`src/rtl/peaks_pkg.sv`:
```
// Shared constants, list-entry type and FSM encoding for peak_select.
// The entry keeps the full input amplitude so ordering uses every bit.
package peaks_pkg;
  localparam int PEAKS            = 6;
  localparam int FREQS            = 256;
  localparam int INPUT_AMPL_WIDTH = 24;
  localparam int FINAL_AMPL_WIDTH = 16;
  localparam int FREQ_WIDTH       = 8;

  typedef struct packed {
    logic                        valid;
    logic [INPUT_AMPL_WIDTH-1:0] ampl;
    logic [FREQ_WIDTH-1:0]       freq;
  } peak_entry_t;

  typedef enum logic {
    ST_COLLECT = 1'b0,
    ST_HOLD    = 1'b1
  } state_t;
endpackage

```
`src/rtl/peak_insert.sv`:
```
// Combinational insert of one entry into the amplitude-descending peak list.
// Ties keep existing (earlier) entries ahead; the lowest entry falls off when full.
module peak_insert
  import peaks_pkg::*;
(
  input  peak_entry_t [PEAKS-1:0] i_list,
  input  peak_entry_t             i_entry,
  input  logic                    i_en,
  output peak_entry_t [PEAKS-1:0] o_list
);
  logic [PEAKS-1:0] w_ge;

  always_comb begin
    for (int i = 0; i < PEAKS; i++) begin
      w_ge[i] = i_list[i].valid && (i_list[i].ampl >= i_entry.ampl);
    end
  end

  // Valid entries are contiguous from slot 0, so the new entry lands at the
  // first slot whose occupant does not outrank it; lower slots shift down.
  always_comb begin
    o_list = i_list;
    if (i_en) begin
      if (!w_ge[0]) begin
        o_list[0] = i_entry;
      end
      for (int i = 1; i < PEAKS; i++) begin
        if (!w_ge[i]) begin
          o_list[i] = w_ge[i-1] ? i_entry : i_list[i-1];
        end
      end
    end
  end
endmodule

```
`src/rtl/peak_select.sv`:
```
// Collects per-frame candidate bins and reports the PEAKS largest flagged peaks.
// Optional macro PEAK_THRESHOLD_EN adds a threshold input gating peak insertion.
module peak_select #(
  parameter int PEAKS            = 6,
  parameter int FREQS            = 256,
  parameter int INPUT_AMPL_WIDTH = 24,
  parameter int FINAL_AMPL_WIDTH = 16,
  parameter int FREQ_WIDTH       = 8
) (
  input  logic                                    CLOCK_50,
  input  logic                                    reset,
  input  logic                                    cand_valid,
  output logic                                    cand_ready,
  input  logic [INPUT_AMPL_WIDTH-1:0]             cand_ampl,
  input  logic                                    cand_is_peak,
  input  logic                                    cand_last,
`ifdef PEAK_THRESHOLD_EN
  input  logic [INPUT_AMPL_WIDTH-1:0]             threshold,
`endif
  output logic                                    out_valid,
  input  logic                                    out_ready,
  output logic [PEAKS-1:0][FINAL_AMPL_WIDTH-1:0]  amplitude,
  output logic [PEAKS-1:0][FREQ_WIDTH-1:0]        freq,
  output logic [PEAKS-1:0]                        slot_valid,
  output logic                                    overrun,
  output logic                                    dbg_state
);
  import peaks_pkg::*;

  // Handshakes: a beat moves on a rising edge where valid && ready are both
  // high; valid/data hold until taken and ready never depends on valid.
  state_t                                r_state;
  logic                                  r_cand_ready;
  logic                                  r_out_valid;
  logic                                  r_overrun;
  logic [FREQ_WIDTH-1:0]                 r_bin;
  peak_entry_t [PEAKS-1:0]               r_list;
  logic [PEAKS-1:0][FINAL_AMPL_WIDTH-1:0] r_amp;
  logic [PEAKS-1:0][FREQ_WIDTH-1:0]      r_freq;
  logic [PEAKS-1:0]                      r_slot_valid;

  logic                    w_xfer;
  logic                    w_at_end;
  logic                    w_end;
  logic                    w_eligible;
  peak_entry_t             w_new;
  peak_entry_t [PEAKS-1:0] w_next;

  assign w_xfer   = cand_valid && r_cand_ready;
  assign w_at_end = (r_bin == FREQ_WIDTH'(FREQS - 1));
  assign w_end    = cand_last || w_at_end;

`ifdef PEAK_THRESHOLD_EN
  assign w_eligible = cand_is_peak && (cand_ampl >= threshold);
`else
  assign w_eligible = cand_is_peak;
`endif

  always_comb begin
    w_new       = '0;
    w_new.valid = 1'b1;
    w_new.ampl  = cand_ampl;
    w_new.freq  = r_bin;
  end

  peak_insert u_insert (
    .i_list  (r_list),
    .i_entry (w_new),
    .i_en    (w_xfer && w_eligible),
    .o_list  (w_next)
  );

  always_ff @(posedge CLOCK_50 or posedge reset) begin
    if (reset) begin
      r_state      <= ST_COLLECT;
      r_cand_ready <= 1'b0;
      r_out_valid  <= 1'b0;
      r_overrun    <= 1'b0;
      r_bin        <= '0;
      r_list       <= '0;
      r_amp        <= '0;
      r_freq       <= '0;
      r_slot_valid <= '0;
    end else begin
      case (r_state)
        ST_COLLECT: begin
          r_cand_ready <= 1'b1;
          if (w_xfer) begin
            if (w_end) begin
              // Closing bin is included in the latched list; the working list
              // restarts empty so the next frame begins clean after the handshake.
              r_state      <= ST_HOLD;
              r_cand_ready <= 1'b0;
              r_out_valid  <= 1'b1;
              r_bin        <= '0;
              r_list       <= '0;
              for (int i = 0; i < PEAKS; i++) begin
                r_amp[i]        <= w_next[i].ampl[INPUT_AMPL_WIDTH-1 -: FINAL_AMPL_WIDTH];
                r_freq[i]       <= w_next[i].freq;
                r_slot_valid[i] <= w_next[i].valid;
              end
              if (w_at_end && !cand_last) begin
                r_overrun <= 1'b1;
              end
            end else begin
              r_list <= w_next;
              r_bin  <= r_bin + FREQ_WIDTH'(1);
            end
          end
        end
        ST_HOLD: begin
          if (out_ready) begin
            r_state      <= ST_COLLECT;
            r_out_valid  <= 1'b0;
            r_cand_ready <= 1'b1;
          end
        end
        default: begin
          r_state <= ST_COLLECT;
        end
      endcase
    end
  end

  assign cand_ready = r_cand_ready;
  assign out_valid  = r_out_valid;
  assign overrun    = r_overrun;
  assign amplitude  = r_amp;
  assign freq       = r_freq;
  assign slot_valid = r_slot_valid;
  assign dbg_state  = r_state;
endmodule
```
`config.mk`:
```
export PLATFORM = sky130hd
export DESIGN_NAME = peak_select
export DESIGN_NICKNAME = d
export VERILOG_FILES = /design/src/rtl/peaks_pkg.sv /design/src/rtl/peak_insert.sv /design/src/rtl/peak_select.sv
export SDC_FILE = /design/constraint.sdc
export NUM_CORES = 1
export LEC_CHECK = 0
export CORE_AREA = 2 2 198 200
export CTS_BUF_LIST = sky130_fd_sc_hd__clkbuf_8
export DETAILED_ROUTE_END_ITERATION = 12
export DIE_AREA = 0 0 200 202
export PLACE_DENSITY_LB_ADDON = 0.12
export SKIP_CTS_REPAIR_TIMING = 1
export SLEW_MARGIN = 20
export SYNTH_ARGS = -nofsm -noshare
export SYNTH_HDL_FRONTEND = slang
export SYNTH_HIERARCHICAL = 1
export SYNTH_SLANG_ARGS = --single-unit
```
`constraint.sdc`:
```
create_clock -name CLOCK_50 -period 12.4 [get_ports CLOCK_50]
set_input_delay 2.48 -clock CLOCK_50 [delete_from_list [all_inputs] [get_ports CLOCK_50]]
set_output_delay 2.48 -clock CLOCK_50 [all_outputs]
set_load 0.01 [all_outputs]
```
==> flow_summary.ini <==
[floorplanning]
die_y_um = 202
io_pins = 184
die_w_um = 200
die_area_um2 = 40400
start_util = 0.535
rows = 72
coreArea_um2 = 38300

[yosys]
synthCells = 1815
synth_common_cells = dfrtp_1, a21oi_1, a22o_1
ys.flop_type = dfrtp_1
synth-xor-area-share = 0
synthAdderAreaFrac = 0.0887
synth_area_um2 = 20500
ys_warn_count = 6
synth_most_common_cell = dfrtp_1
synth_compound_area_frac = 0.192
yosys.area_share.simple = 0.0452
synth_top_family_by_area = compound AO/OA/AOI/OAI gates
ys_seq_elements = 360
async_flop_share = 1.00
syn_avg_cell_area_um2 = 11.3
synth_top_area_cell = dfrtp_1
muxShareOfSynthArea = 0.192
synth-edff-count = 0
ys_types = 56
synth_seq_area_share = 0.440
ys_top_cells_by_area = dfrtp_1, ha_1, a22o_1
yosysTopAreaCellShare = 0.440

[timing]
slew_headroom = 0.240
hold_violations = 0
max_freq_mhz = 152
rsz0062_at_grt = no
setup_viol = 0
period_share = 0.531
finalSetupTns_ns = 0
min_period_ns = 6.58
finClkSkew_ns = 0.0264
maxSlewViolCount = 0
worst_slew_pin_slew_ns = 1.14

[cts]
clk_pin_slew_worst_paths_ns = 0.06
worstSkewPairLatency_ns = 0.63
root_buffer = clkbuf_8
cts_max_level = 3
clk_path_buf_depth = 3
cts_buffers = 68
cts_tree = yes
clock_sinks = 360

[power_and_ir_drop]
vdd_drop_max_mv = 0.102
power.density_nw_per_um2 = 175
p_leak_nw = 12.2
p_total_w = 0.00420

[run_status]
status = finished, final reports clean

[global_route]
antenna_found_initial = 1
grt_pass1_vias = 15900
grt.overflow.total = 0
grt_pass1_wl_mm = 93.2
track_usage = 0.298
grt_max_degree = 208

[layout]
final_layout_size_suffix_gt1_frac = 0.147
fillCellCount = 3110
fin_area_um2 = 24000
seqCellArea_um2 = 9010
fin_util = 0.627
area_growth_pct = 17.3
multi_input_area_um2 = 10700
fin_nets = 2142

[critical_path]
crit_path_end_kind = flip-flop
criticalPathCategory = input port to flip-flop
cp_max_fo = 17
arrival_ns = 7.09
crit_required_ns = 12.90
startpoint_type = input port

[placement]
dpl_cell_area_um2 = 22500
gp_congestion = 0.866
io_buffers = 183
hpwl_mm = 37.6

[drt]
finalWirelength_mm = 59.3
antenna_left = 0
remaining_drc_errors = 0
post_drt_via_cell_ratio = 6.24
drt_iter0_drc = 1142
vias = 15800
wl_per_cell_um = 23.3
first_pass_iters = 7

[hold_path]
hold_path.class = flip-flop to flip-flop

[run]
drv_cap = 0
==> cells by family (layout without fill, tap and decap cells) <==
kind of cell    count (synthesis)  after routing
buf+inv                       160            359
fa+ha+maj                     145            145
other cells                     1              7
compound gates                599            599
mux                           344            344
simple gates                  206            206
flops                         360            360
==> worst paths after layout <==
path	startpoint	endpoint	slack, ns	depth (start not counted)
max in group asynchronous	reset	r_list[120]$_DFFE_PP0P_	7.73	6
min in group asynchronous	reset	freq[42]$_DFFE_PP0P_	2.42	3
min reg2reg	out_valid$_DFFE_PP0P_	out_valid$_DFFE_PP0P_	0.48	1
min	out_valid$_DFFE_PP0P_	out_valid$_DFFE_PP0P_	0.48	1
max	cand_ampl[21]	amplitude[9]$_DFFE_PP0P_	5.82	11
max reg2reg	r_bin[1]$_DFFE_PP0P_	amplitude[57]$_DFFE_PP0P_	8.01	7
==> sequential cells by signal (all words and copies together) (netlist names) <==
| register | cells |
|---|---|
| r_list | 198 |
| freq | 48 |
| amplitude | 96 |
| out_valid | 1 |
| cand_ready | 1 |
| dbg_state | 1 |
| slot_valid | 6 |
| overrun | 1 |
| r_bin | 8 |
==> report_power, final <==
group | switching [W] | internal, W
Combinational | 0.000587 | 0.000690
Sequential | 0.000253 | 0.00144
Clock | 0.000534 | 0.000699
==> layer usage <==
metal  vias to the layer above  global-route usage  part of all wire
met3                       118              0.0447             0.056
met4                         0               0.110             0.029
li1                       7142                   -                 -
met1                      8028               0.417              0.44
met2                       542               0.469              0.47
met5                         -                   0                 0
==> cells in the final DEF (no fill, tap or decap), drive strengths merged, types with 4 or more instances in the layout <==
cell / Yosys / final
conb: 1 / 6
nand2: 52 / 52
clkbuf: 57 / 94
dfrtp: 360 / 360
clkdlybuf4s50: 0 / 183
nand2b: 6 / 6
nor2b: 4 / 4
a22o: 200 / 200
nor4: 5 / 5
nor3: 6 / 6
a221oi: 5 / 5
ha: 145 / 145
a211oi: 9 / 9
a21oi: 305 / 305
and2: 4 / 4
o21ai: 36 / 36
nand3: 11 / 11
mux2i: 160 / 160
nor2: 89 / 89
o21bai: 4 / 4
o31ai: 4 / 4
mux2: 184 / 184
a31oi: 6 / 6
clkinv: 0 / 5
o211ai: 6 / 6
nand4: 20 / 20
a21o: 5 / 5
inv: 32 / 51
and3: 4 / 4
buf: 71 / 22
==> area by class of cell <==
type | instances | area share
repair buffers | 205 | 0.0859
well taps | 518 | 0.0270
clock buffers | 94 | 0.0539
flip-flops and latches | 360 | 0.375
inverters | 32 | 0.00516
multi-input cells | 1300 | 0.445
diodes | 1 | 0.000104
clock inverters | 28 | 0.00730
==> critical path, cell delays in order <==
cell             delay (ns)
clkdlybuf4s50_1        0.66
inv_1                  0.22
ha_1                   0.34
nand4_1                0.22
nor4_1                 0.65
o311a_1                0.39
o21ai_4                0.07
nand2_1                0.80
buf_4                  0.52
mux2_1                 0.44
mux2_4                 0.28
==> per-stage QoR <==
| step | hold WS [ns] | instances | setup WS, ns |
|---|---|---|---|
| finish | 0.481 | 2538 | 5.82 |
| global route | 0.504 | 2538 | 5.71 |
| CTS | 0.483 | 2535 | 5.66 |
| detailed placement | 0.469 | 2413 | 5.00 |
| global placement | 0.461 | 2413 | 5.09 |
| floorplan | 0.474 | 1820 | 5.09 |
Note: power is estimated with default switching activity, not from simulation.
